## src/rtl/icb_arb_pkg.sv

```systemverilog
// Shared constants and helpers for the two-master ICB arbiter.
package icb_arb_pkg;

  localparam int ICB_AW = 32;
  localparam int ICB_DW = 32;

  // Master identifiers, as stored in the response-routing FIFO.
  localparam logic M0 = 1'b0;
  localparam logic M1 = 1'b1;

  // Width of a counter that must hold every value 0..depth.
  function automatic int cnt_width(input int depth);
    return $clog2(depth + 1);
  endfunction

endpackage

```

## src/rtl/icb_id_fifo.sv

```systemverilog
// In-order FIFO of 1-bit master IDs: one entry per outstanding command,
// head tells the response channel which master the next response belongs to.
module icb_id_fifo
  import icb_arb_pkg::*;
#(
  parameter int DEPTH = 2,
  parameter int CW    = cnt_width(DEPTH)
) (
  input  logic          clk,
  input  logic          rst_n,
  input  logic          push,
  input  logic          din,
  input  logic          pop,
  output logic          head,
  output logic [CW-1:0] count,
  output logic          full
);

  localparam int            PW       = (DEPTH > 1) ? $clog2(DEPTH) : 1;
  localparam logic [PW-1:0] PTR_LAST = PW'(DEPTH - 1);

  logic [DEPTH-1:0] mem_r;
  logic [PW-1:0]    wr_ptr_r;
  logic [PW-1:0]    rd_ptr_r;
  logic [CW-1:0]    count_r;

  // Pointer increment with explicit wrap so non-power-of-2 widths stay in range.
  function automatic logic [PW-1:0] ptr_inc(input logic [PW-1:0] p);
    return (p == PTR_LAST) ? {PW{1'b0}} : p + PW'(1);
  endfunction

  // ID storage: write the pushed ID at the write pointer.
  always_ff @(posedge clk or negedge rst_n) begin
    if (!rst_n) begin
      mem_r <= {DEPTH{1'b0}};
    end else if (push) begin
      mem_r[wr_ptr_r] <= din;
    end
  end

  // Read/write pointers advance independently on pop/push.
  always_ff @(posedge clk or negedge rst_n) begin
    if (!rst_n) begin
      wr_ptr_r <= {PW{1'b0}};
      rd_ptr_r <= {PW{1'b0}};
    end else begin
      if (push) wr_ptr_r <= ptr_inc(wr_ptr_r);
      if (pop)  rd_ptr_r <= ptr_inc(rd_ptr_r);
    end
  end

  // Occupancy: simultaneous push and pop leaves the count unchanged.
  always_ff @(posedge clk or negedge rst_n) begin
    if (!rst_n) begin
      count_r <= {CW{1'b0}};
    end else begin
      case ({push, pop})
        2'b10:   count_r <= count_r + CW'(1);
        2'b01:   count_r <= count_r - CW'(1);
        default: count_r <= count_r;
      endcase
    end
  end

  assign head  = mem_r[rd_ptr_r];
  assign count = count_r;
  assign full  = (count_r == CW'(DEPTH));

endmodule

```

## src/rtl/icb_arb2.sv

```systemverilog
// Two-master to one-slave ICB arbiter: round-robin on the command channel,
// command locked while the slave stalls, responses routed in order by ID FIFO.
module icb_arb2
  import icb_arb_pkg::*;
#(
  parameter int AW         = ICB_AW,
  parameter int DW         = ICB_DW,
  parameter int OUTS_DEPTH = 2
) (
  input  logic          clk,
  input  logic          rst_n,
  input  logic          m0_icb_cmd_valid,
  output logic          m0_icb_cmd_ready,
  input  logic [AW-1:0] m0_icb_cmd_addr,
  input  logic          m0_icb_cmd_read,
  input  logic [DW-1:0] m0_icb_cmd_wdata,
  output logic          m0_icb_rsp_valid,
  input  logic          m0_icb_rsp_ready,
  output logic [DW-1:0] m0_icb_rsp_rdata,
  input  logic          m1_icb_cmd_valid,
  output logic          m1_icb_cmd_ready,
  input  logic [AW-1:0] m1_icb_cmd_addr,
  input  logic          m1_icb_cmd_read,
  input  logic [DW-1:0] m1_icb_cmd_wdata,
  output logic          m1_icb_rsp_valid,
  input  logic          m1_icb_rsp_ready,
  output logic [DW-1:0] m1_icb_rsp_rdata,
  output logic          o_icb_cmd_valid,
  input  logic          o_icb_cmd_ready,
  output logic [AW-1:0] o_icb_cmd_addr,
  output logic          o_icb_cmd_read,
  output logic [DW-1:0] o_icb_cmd_wdata,
  input  logic          o_icb_rsp_valid,
  output logic          o_icb_rsp_ready,
  input  logic [DW-1:0] o_icb_rsp_rdata
);

  localparam int CW = cnt_width(OUTS_DEPTH);

  logic [1:0]    req_s;
  logic          gnt_s;
  logic          gnt_vld_s;
  logic          cmd_full_s;
  logic          cmd_hs_s;
  logic          rsp_hs_s;
  logic          head_s;
  logic          fifo_empty_s;
  logic [CW-1:0] count_s;
  logic          last_gnt_r;
  logic          lock_vld_r;
  logic          lock_id_r;

  assign req_s = {m1_icb_cmd_valid, m0_icb_cmd_valid};

  // Grant selection: a stalled command keeps its grant, otherwise round-robin.
  always_comb begin
    gnt_s = M0;
    if (lock_vld_r) begin
      gnt_s = lock_id_r;
    end else begin
      case (req_s)
        2'b01:   gnt_s = M0;
        2'b10:   gnt_s = M1;
        2'b11:   gnt_s = ~last_gnt_r;
        default: gnt_s = M0;
      endcase
    end
  end

  // Command mux; acceptance is gated on the registered FIFO count (no pop bypass).
  always_comb begin
    gnt_vld_s        = rst_n & (|req_s);
    o_icb_cmd_valid  = gnt_vld_s & ~cmd_full_s;
    o_icb_cmd_addr   = (gnt_s == M1) ? m1_icb_cmd_addr  : m0_icb_cmd_addr;
    o_icb_cmd_read   = (gnt_s == M1) ? m1_icb_cmd_read  : m0_icb_cmd_read;
    o_icb_cmd_wdata  = (gnt_s == M1) ? m1_icb_cmd_wdata : m0_icb_cmd_wdata;
    m0_icb_cmd_ready = gnt_vld_s & (gnt_s == M0) & ~cmd_full_s & o_icb_cmd_ready;
    m1_icb_cmd_ready = gnt_vld_s & (gnt_s == M1) & ~cmd_full_s & o_icb_cmd_ready;
  end

  assign cmd_hs_s = o_icb_cmd_valid & o_icb_cmd_ready;

  // Response routing to the master at the FIFO head; blocked when nothing is outstanding.
  always_comb begin
    fifo_empty_s     = (count_s == {CW{1'b0}});
    m0_icb_rsp_valid = ~fifo_empty_s & (head_s == M0) & o_icb_rsp_valid;
    m1_icb_rsp_valid = ~fifo_empty_s & (head_s == M1) & o_icb_rsp_valid;
    m0_icb_rsp_rdata = o_icb_rsp_rdata;
    m1_icb_rsp_rdata = o_icb_rsp_rdata;
    if (fifo_empty_s) begin
      o_icb_rsp_ready = 1'b0;
    end else begin
      o_icb_rsp_ready = (head_s == M1) ? m1_icb_rsp_ready : m0_icb_rsp_ready;
    end
  end

  assign rsp_hs_s = o_icb_rsp_valid & o_icb_rsp_ready;

  // Round-robin history and stall lock; last_gnt resets to M1 so M0 wins the first tie.
  always_ff @(posedge clk or negedge rst_n) begin
    if (!rst_n) begin
      last_gnt_r <= M1;
      lock_vld_r <= 1'b0;
      lock_id_r  <= M0;
    end else if (cmd_hs_s) begin
      last_gnt_r <= gnt_s;
      lock_vld_r <= 1'b0;
    end else if (o_icb_cmd_valid) begin
      lock_vld_r <= 1'b1;
      lock_id_r  <= gnt_s;
    end
  end

  icb_id_fifo #(
    .DEPTH (OUTS_DEPTH),
    .CW    (CW)
  ) u_id_fifo (
    .clk   (clk),
    .rst_n (rst_n),
    .push  (cmd_hs_s),
    .din   (gnt_s),
    .pop   (rsp_hs_s),
    .head  (head_s),
    .count (count_s),
    .full  (cmd_full_s)
  );

endmodule
```

## config.mk

```make
export PLATFORM = sky130hd
export DESIGN_NAME = icb_arb2
export DESIGN_NICKNAME = d
export VERILOG_FILES = /design/src/rtl/icb_arb_pkg.sv /design/src/rtl/icb_id_fifo.sv /design/src/rtl/icb_arb2.sv
export SDC_FILE = /design/constraint.sdc
export NUM_CORES = 1
export LEC_CHECK = 0
export ABC_AREA = 1
export BUFFER_PORTS_ARGS = -buffer_cell sky130_fd_sc_hd__clkbuf_2
export CORE_AREA = 10 10 111 113
export DETAILED_ROUTE_END_ITERATION = 12
export DIE_AREA = 0 0 121 123
export PLACE_DENSITY = 0.63
export SYNTH_ARGS = -nofsm -noshare
export SYNTH_HDL_FRONTEND = slang
export SYNTH_SLANG_ARGS = --single-unit
```

## constraint.sdc

```tcl
create_clock -name clk -period 2.2 [get_ports clk]
set_input_delay 0.11 -clock clk [delete_from_list [all_inputs] [get_ports clk]]
set_output_delay 0.11 -clock clk [all_outputs]
set_load 0.05 [all_outputs]
```

==> run_results.csv, run 1 <==
group,metric,value,unit
status,status,"completed",
yosys,synth_top_family_by_area,"simple AND/OR/NAND/NOR gates",
yosys,synthAdderAreaFrac,0.686,%
power,p_leak,2.12,nW
power,clkPwrFrac,3.2,%
detailed_routing,firstDrtPassIters,4,
power,comb_power_share,91.9,%
critical_path,required,2.09,ns
clock_tree,path_clk_slew,0.04,ns
cells_and_area,final_common_cell,"nand2_1",
floorplan,die_w,121,um
yosys,avgSynthCellArea,5.22,um2
floorplan,start_util,18.0,%
placement,io_buffers,208,
sta,period_needed,1.85,ns
clock_tree,cts_setup_buffers,0,
cells_and_area,multi_input_area,973,um2
critical_path,critPathCaptureType,"output port",
critical_path,cp-start-kind,"flop",
yosys,synthXorXnorAreaFrac,0.961,%
floorplan,die_y,123,um
yosys,synthSimpleGateAreaFrac,49.5,%
critical_path,endpoint,"m0_icb_cmd_ready",
sta,hold_violations,0,
clock_tree,cts_tree,"built",
floorplan,ios,305,
critical_path,reg2reg_depth,9,
cells_and_area,seqCellArea,226,um2
cells_and_area,area_growth,93.2,%
yosys,ys_ff_latch,9,
power,ir_drop,0.869,mV
sta,clock_skew,0.000705,ns
yosys,syn_area,1820,um2
sta,hold_ws,0.150,ns
critical_path,path_class,"reg -> out",
placement,gp_congestion,0.804,
global_routing,grt_overflow,0,
clock_tree,cts_root_buffer,"clkbuf_8",
yosys,synth_compound_area_share,1.85,%
detailed_routing,ant_nets,0,
clock_tree,clk_latency,0.24,ns
detailed_routing,wl_per_cell,14.9,um
cells_and_area,post-route-util,34.7,%
detailed_routing,met2_length,4.50,mm
cells_and_area,drive_above_1_share,45.0,%
detailed_routing,drt_wl_total,9.34,mm
global_routing,grt_pass1_wl,13.3,mm
power,powerDensity,1790,nW/um2
yosys,syn-num-nets,520,
detailed_routing,wl_met1,2.98,mm
detailed_routing,drtIter0Drc,85,
clock_tree,cts-hold-fix-buffers,1,
global_routing,grt_max_degree,51,
critical_path,crit_start,"last_gnt_r$_DFFE_PN1P_",
detailed_routing,post_drt_via_cell_ratio,3.88,
cells_and_area,final_nets,661,
clock_tree,cts_buffer_depth,2,
power,seqPwrFrac,4.9,%
sta,rsz0062_at_grt,"false",
sta,maxSlewViolCount,0,
sta,setup_viol,0,
clock_tree,htreeDepth,1,
power,power.internal,2.75,mW
yosys,yosysWarnings,0,
run,maxCapViolations,0,
cells_and_area,antennaDiodeCount,0,
sta,period_share,83.9,%
placement,hpwl,8.41,mm
critical_path,worstPathArrival,1.74,ns
power,power,6.30,mW
cells_and_area,final_cell_mix,"nand2_1, clkbuf_2, buf_12",
detailed_routing,vias,2426,
worst_hold_path,hp-class,"in -> reg",
sta,timing.setup.tns,0,ns
worst_hold_path,hp-start,"o_icb_rsp_valid",
yosys,post_synth_num_cell_types,17,
critical_path,rrSetupSlack,0.49,ns
sta,worstMarginPinSlew,0.409,ns
global_routing,grt_pass1_vias,2526,
critical_path,reg2reg_from,"u_id_fifo.count[0]$_DFFE_PN0P_",
yosys,seq_area_frac_synth,12.4,%
detailed_routing,dr.max_layer_used,"met4",
sta,slew_headroom,72.7,%
power,switching_share,56.3,%
clock_tree,post_cts_resized,0,
clock_tree,clock-sinks,9,
global_routing,grtUsageTotal,11.1,%
yosys,muxShareOfSynthArea,0,%
cells_and_area,layout.cells.non_filler,625,
clock_tree,cts_buffers,3,
sta,fmax,542,MHz
placement,placedCellCount,620,
detailed_routing,wl_met3,1.61,mm
critical_path,r2r-end,"u_id_fifo.count[1]$_DFFE_PN0P_",
floorplan,core-area,10100,um2
power,p_switching,3.55,mW
global_routing,antenna_found_initial,0,
floorplan,die-area,14900,um2
detailed_routing,drc,0,
floorplan,rows,37,
cells_and_area,num-fill-cells,1089,
critical_path,crit_path_max_fanout,26,
yosys,netlist_instances,349,
## final cells by class
cell class / instances / share of cell area (%)
inverters: 16 / 1.71
well taps: 136 / 4.83
flip-flops and latches: 9 / 6.43
multi-input cells: 246 / 27.6
repair buffers: 214 / 58.1
clock buffers: 4 / 1.28
## logic make-up after synthesis
logic type,count (synthesis)
and+or+nand+nor,237
buffers and inverters,94
AOI/OAI and AO/OA,6
xor gates and xnor gates,2
adders and majority gates,1
DFF,9
## synth_stat cells
master	count	area share [%]
a21oi_1	1	0.27
buf_2	9	2.5
buf_4	67	28
buf_6	2	1.2
dfrtp_1	8	11
dfstp_2	1	1.4
ha_1	1	0.69
inv_1	14	2.9
inv_2	2	0.41
nand2_1	222	46
nand3_1	8	2.2
nand4_1	1	0.34
nor2_1	6	1.2
o21ai_0	4	1.1
o21ai_2	1	0.48
xnor2_1	1	0.48
xor2_1	1	0.48
## metal layers
metal	vias to the layer above	global-route usage [%]
met5	-	0
met3	27	7.93
met4	0	4.52
li1	1252	-
met1	972	9.92
met2	175	19.1
## power by group through the flow
stage               logic [mW]  clock network [mW]  registers (mW)
floorplan                 3.39                   0           0.300
global placement          5.85                   0           0.309
detailed placement        5.87                   0           0.314
CTS                       5.88               0.205           0.311
global route              6.11               0.212           0.324
finish                    5.79               0.199           0.311
## flip-flops by register name (all words and copies together) (netlist names)
| register | cells |
|---|---|
| u_id_fifo.rd_ptr_r | 1 |
| last_gnt_r | 1 |
| u_id_fifo.count | 2 |
| lock_id_r | 1 |
| u_id_fifo.wr_ptr_r | 1 |
| u_id_fifo.mem_r | 2 |
| lock_vld_r | 1 |
## critical path, stage by stage (launching register included)
cell and delay, ns:
dfstp_2 0.53, nand2_1 0.05, nand3_1 0.10, o21ai_4 0.08, buf_4 0.22, nor2_1 0.20, clkbuf_2 0.32
## stage by stage
stage,setup WS [ns],cell area (um2)
floorplan,0.255,1820
global placement,0.536,3470
detailed placement,0.499,3470
CTS,0.324,3520
global route,0.223,3520
finish,0.355,3520
## how the worst min path moves through the flow
| stage | endpoint | slack, ns | cells past startpoint |
|---|---|---|---|
| after floorplan | lock_id_r$_DFFE_PN0P_ | -0.19 | 0 |
| after global placement | u_id_fifo.mem_r[0]$_DFFE_PN0P_ | 0.06 | 2 |
| after detailed placement | u_id_fifo.mem_r[0]$_DFFE_PN0P_ | 0.05 | 2 |
| after CTS | u_id_fifo.rd_ptr_r$_DFFE_PN0P_ | 0.15 | 3 |
| after global routing | u_id_fifo.rd_ptr_r$_DFFE_PN0P_ | 0.17 | 3 |
| final | u_id_fifo.rd_ptr_r$_DFFE_PN0P_ | 0.15 | 3 |
No activity file was read; power rests on OpenSTA's default activity.
==> run 2: changes to the inputs <==
Clock period 2.2 ns to 1.8 ns, I/O delays scaled along.
==> run_results.csv, run 2 (synthesized netlist as in run 1, its figures left out) <==
group,metric,value,unit
clock_tree,clock-sinks,9,
critical_path,cp-start-kind,"flop",
clock_tree,clk_latency,0.24,ns
detailed_routing,drc,0,
detailed_routing,post_drt_via_cell_ratio,3.90,
detailed_routing,vias,2445,
critical_path,critPathCaptureType,"output port",
critical_path,crit_path_max_fanout,22,
sta,setup_viol,0,
detailed_routing,ant_nets,0,
cells_and_area,area_growth,102,%
cells_and_area,final_cell_mix,"nand2_1, clkbuf_2, buf_12",
detailed_routing,drt_wl_total,9.94,mm
status,status,"completed",
critical_path,reg2reg_depth,10,
clock_tree,cts_setup_buffers,0,
power,ir_drop,1.03,mV
clock_tree,cts_buffer_depth,2,
floorplan,core-area,10100,um2
sta,slew_headroom,80.9,%
power,p_leak,2.17,nW
detailed_routing,firstDrtPassIters,4,
sta,clock_skew,0.00457,ns
critical_path,worstPathArrival,1.64,ns
critical_path,worstPathCellList,"nand2_1 > nand3_2 > o21ai_4 > clkinv_4 > clkbuf_16 > nand2_1 > nand2_1 > buf_12",
clock_tree,htreeDepth,1,
worst_hold_path,hp-class,"in -> reg",
clock_tree,cts_root_buffer,"clkbuf_8",
global_routing,grt_max_degree,48,
placement,gp_congestion,0.791,
critical_path,reg2reg_from,"u_id_fifo.rd_ptr_r$_DFFE_PN0P_",
cells_and_area,final_nets,663,
sta,period_share,96.4,%
floorplan,start_util,18.0,%
critical_path,critPathSlowestCell,"dfstp_2",
placement,dpl_cell_area,3530,um2
sta,hold_violations,0,
clock_tree,cts_tree,"built",
run,maxCapViolations,0,
cells_and_area,stdcell_area,3690,um2
critical_path,path_class,"reg -> out",
worst_hold_path,hp-start,"o_icb_rsp_valid",
sta,maxSlewViolCount,0,
worst_hold_path,min_to,"u_id_fifo.rd_ptr_r$_DFFE_PN0P_",
critical_path,required,1.71,ns
detailed_routing,wl_per_cell,15.9,um
cells_and_area,drive_above_1_share,47.9,%
global_routing,antenna_found_initial,0,
sta,fmax,577,MHz
floorplan,die_w,121,um
floorplan,die_y,123,um
critical_path,path_common_cell,"nand2_1",
floorplan,rows,37,
clock_tree,path_clk_slew,0.05,ns
detailed_routing,drtIter0Drc,67,
cells_and_area,antennaDiodeCount,0,
sta,period_needed,1.73,ns
placement,hpwl,8.65,mm
critical_path,cpPeakStageDelay,0.53,ns
cells_and_area,final_common_cell,"nand2_1",
clock_tree,cts_buffers,3,
global_routing,grtUsageTotal,11.1,%
critical_path,r2r-end,"u_id_fifo.count[1]$_DFFE_PN0P_",
global_routing,grt_pass1_vias,2417,
sta,worstMarginPinSlew,0.287,ns
placement,io_buffers,208,
floorplan,ios,305,
critical_path,rrSetupSlack,0.16,ns
global_routing,grt_overflow,0,
power,powerDensity,2200,nW/um2
global_routing,grt_pass1_wl,13.4,mm
floorplan,die-area,14900,um2
worst_hold_path,hold_depth,3,
cells_and_area,post-route-util,36.4,%
## run 2: cell types whose count changed in the layout (fill, tap and decap cells not counted), sizes merged
cell      before  now
clkinvlp       0    1
clkinv         0    1
clkbuf       149  147
inv           16   14
buf           68   72
## run 2: critical path, delay by kind of cell (launching register included)
family	cells	cell delay (ns)
and+or+nand+nor	4	0.34
buffers and inverters	3	0.45
AOI/OAI and AO/OA	1	0.09
DFF	1	0.53
## run 2: layout make-up
class	instances	area, um2
well taps	136	170
fillers	1081	6450
repair buffers	216	2160
multi-input cells	246	1010
inverters	16	68.8
clock buffers	4	45.0
flip-flops and latches	9	226
## run 2: routing by layer
metal,track usage [%],part of all wire (%),vias to the layer above
met2,19.0,49,191
li1,-,-,1256
met3,7.93,16,20
met1,10.5,33,978
met4,3.32,1.6,0
met5,0,0,-
## run 2: how the worst max path moves through the flow
stage	depth (start not counted)	slack (ns)	start	endpoint
after floorplan	9	0.003	u_id_fifo.count[0]$_DFFE_PN0P_	u_id_fifo.count[1]$_DFFE_PN0P_
after global placement	10	0.20	u_id_fifo.rd_ptr_r$_DFFE_PN0P_	u_id_fifo.count[1]$_DFFE_PN0P_
after detailed placement	10	0.15	u_id_fifo.rd_ptr_r$_DFFE_PN0P_	u_id_fifo.count[1]$_DFFE_PN0P_
after CTS	8	0.003	last_gnt_r$_DFFE_PN1P_	o_icb_cmd_read
after global routing	8	-0.02	last_gnt_r$_DFFE_PN1P_	o_icb_cmd_addr[15]
final	8	0.07	last_gnt_r$_DFFE_PN1P_	o_icb_cmd_addr[17]
## run 2: metrics by stage
| step | setup slack (ns) | total power, mW | TNS (ns) | hold slack [ns] | std cells |
|---|---|---|---|---|---|
| 3_3_place_gp | 0.198 | 7.65 | 0 | 0.0384 | 620 |
| 5_1_grt | -0.0241 | 8.54 | -0.562 | 0.168 | 627 |
| 6_report | 0.0656 | 8.10 | 0 | 0.137 | 627 |
| 3_5_place_dp | 0.146 | 7.69 | 0 | 0.0401 | 620 |
| 2_1_floorplan | 0.00342 | 4.52 | 0 | -0.206 | 349 |
| 4_1_cts | 0.00289 | 7.96 | 0 | 0.143 | 625 |
## run 2: power breakdown
group	switching (mW)	internal, mW	leakage [nW]
Clock	0.0861	0.155	0.0228
Combinational	4.33	3.15	2.04
Sequential	0.0707	0.310	0.109
## run 2: what timing repair did
item                                   in CTS  in global routing
hold buffers                                1                  0
pin swaps                                   0                  0
resized for setup                           5                 19
setup endpoints to repair                  42                 48
endpoints found under the hold margin       9                  0
gates cloned                                0                  2
==> run 3: changes to the inputs <==
Settings changed: MAX_ROUTING_LAYER set to met4.
==> run_results.csv, run 3 (synthesized netlist as in run 1, its figures left out) <==
group,metric,value,unit
global_routing,grt_pass1_vias,2443,
global_routing,grt_max_degree,48,
sta,period_needed,1.74,ns
sta,fmax,574,MHz
cells_and_area,final_nets,663,
power,ir_drop,1.03,mV
critical_path,path_class,"reg -> out",
critical_path,critPathCaptureType,"output port",
clock_tree,htreeDepth,1,
clock_tree,clk_latency,0.24,ns
power,p_leak,2.17,nW
detailed_routing,drc,0,
power,comb_power_share,92.3,%
cells_and_area,area_growth,102,%
detailed_routing,post_drt_via_cell_ratio,3.90,
sta,setup_viol,0,
floorplan,core-area,10100,um2
detailed_routing,drtIter0Drc,69,
clock_tree,cts_buffers,3,
status,status,"completed",
cells_and_area,post-route-util,36.4,%
run,maxCapViolations,0,
detailed_routing,firstDrtPassIters,4,
floorplan,start_util,18.0,%
sta,period_share,96.8,%
placement,gp_congestion,0.802,
placement,place_ws,0.146,ns
global_routing,grt_overflow,0,
detailed_routing,wl_per_cell,15.9,um
detailed_routing,drt_wl_total,9.95,mm
clock_tree,cts_root_buffer,"clkbuf_8",
power,power,8.10,mW
power,seqPwrFrac,4.7,%
critical_path,required,1.71,ns
detailed_routing,vias,2445,
cells_and_area,num-fill-cells,1082,
cells_and_area,drive_above_1_share,47.7,%
power,powerDensity,2200,nW/um2
sta,timing.setup.tns,0,ns
floorplan,die_y,123,um
sta,slew_headroom,80.9,%
global_routing,grt_pass1_wl,13.3,mm
floorplan,die-area,14900,um2
detailed_routing,ant_nets,0,
clock_tree,cts_buffer_depth,2,
power,switching_share,55.4,%
clock_tree,cts_setup_buffers,0,
cells_and_area,seqCellArea,226,um2
critical_path,cp-start-kind,"flop",
sta,worstMarginPinSlew,0.287,ns
cells_and_area,final_cell_mix,"nand2_1, clkbuf_2, buf_12",
sta,maxSlewViolCount,0,
sta,clock_skew,0.00454,ns
clock_tree,path_clk_slew,0.05,ns
clock_tree,cts_tree,"built",
floorplan,rows,37,
worst_hold_path,hp-class,"in -> reg",
global_routing,grtUsageTotal,11.5,%
power,clkPwrFrac,3.0,%
cells_and_area,antennaDiodeCount,0,
clock_tree,clock-sinks,9,
power,power.internal,3.61,mW
cells_and_area,final_common_cell,"nand2_1",
sta,hold_violations,0,
placement,io_buffers,208,
sta,worst_slack,0.0571,ns
floorplan,die_w,121,um
critical_path,crit_path_max_fanout,22,
placement,hpwl,8.65,mm
floorplan,ios,305,
global_routing,antenna_found_initial,0,
cells_and_area,multi_input_area,1010,um2
power,p_switching,4.49,mW
critical_path,worstPathArrival,1.65,ns
-- run 3: cell types whose count changed in the layout (fill, tap and decap cells not counted) --
cell    delta
nor2_1     +1
nor2_2     -1
-- run 3: layout make-up --
class | instances | area share (%)
Inverter | 16 | 1.87
Multi-Input combinational cell | 246 | 27.4
Clock buffer | 4 | 1.22
Tap cell | 136 | 4.62
Sequential cell | 9 | 6.14
Timing Repair Buffer | 216 | 58.7
-- run 3: repair_timing --
| item | CTS | global route |
|---|---|---|
| hold buffers | 1 | 0 |
| cloned | 0 | 2 |
| endpoints found under the hold margin | 9 | 0 |
| resized for setup | 5 | 18 |
| endpoints found under the setup margin | 42 | 48 |
-- run 3: worst paths after layout --
path	start	slack (ns)	depth (start not counted)	to
worst max-delay path	last_gnt_r$_DFFE_PN1P_	0.06	8	o_icb_cmd_addr[17]
worst min-delay path	o_icb_cmd_ready	0.14	3	last_gnt_r$_DFFE_PN1P_
worst max register to register	u_id_fifo.rd_ptr_r$_DFFE_PN0P_	0.16	10	u_id_fifo.count[1]$_DFFE_PN0P_
worst min register to register	lock_id_r$_DFFE_PN0P_	0.48	2	lock_id_r$_DFFE_PN0P_
max in group asynchronous	rst_n	1.26	3	last_gnt_r$_DFFE_PN1P_
min in group asynchronous	rst_n	0.33	3	u_id_fifo.count[1]$_DFFE_PN0P_
-- run 3: power by group through the flow --
stage / Sequential (mW) / Clock [mW] / Combinational (mW)
2_1_floorplan: 0.367 / 0 / 4.16
3_3_place_gp: 0.383 / 0 / 7.27
3_5_place_dp: 0.383 / 0 / 7.30
4_1_cts: 0.381 / 0.245 / 7.34
5_1_grt: 0.391 / 0.262 / 7.88
6_report: 0.381 / 0.241 / 7.48
-- run 3: metal layers --
metal / track usage (%) / part of all wire (%)
met4: 3.32 / 1.8
met2: 19.0 / 49
met3: 5.61 / 13
met5: - / 0
met1: 11.9 / 36
-- run 3: through the flow --
step | instances | cell area [um2] | hold slack (ns)
floorplan | 349 | 1840 | -0.206
global placement | 620 | 3530 | 0.0384
detailed placement | 620 | 3530 | 0.0401
CTS | 625 | 3590 | 0.143
global route | 627 | 3690 | 0.162
finish | 627 | 3690 | 0.135
-- run 3: critical path: stages, from the launching register on --
cell	delay (ns)
dfstp_2	0.53
nand2_1	0.08
nand3_2	0.09
o21ai_4	0.09
clkinv_4	0.11
clkbuf_16	0.19
nand2_1	0.06
nand2_1	0.11
buf_12	0.15
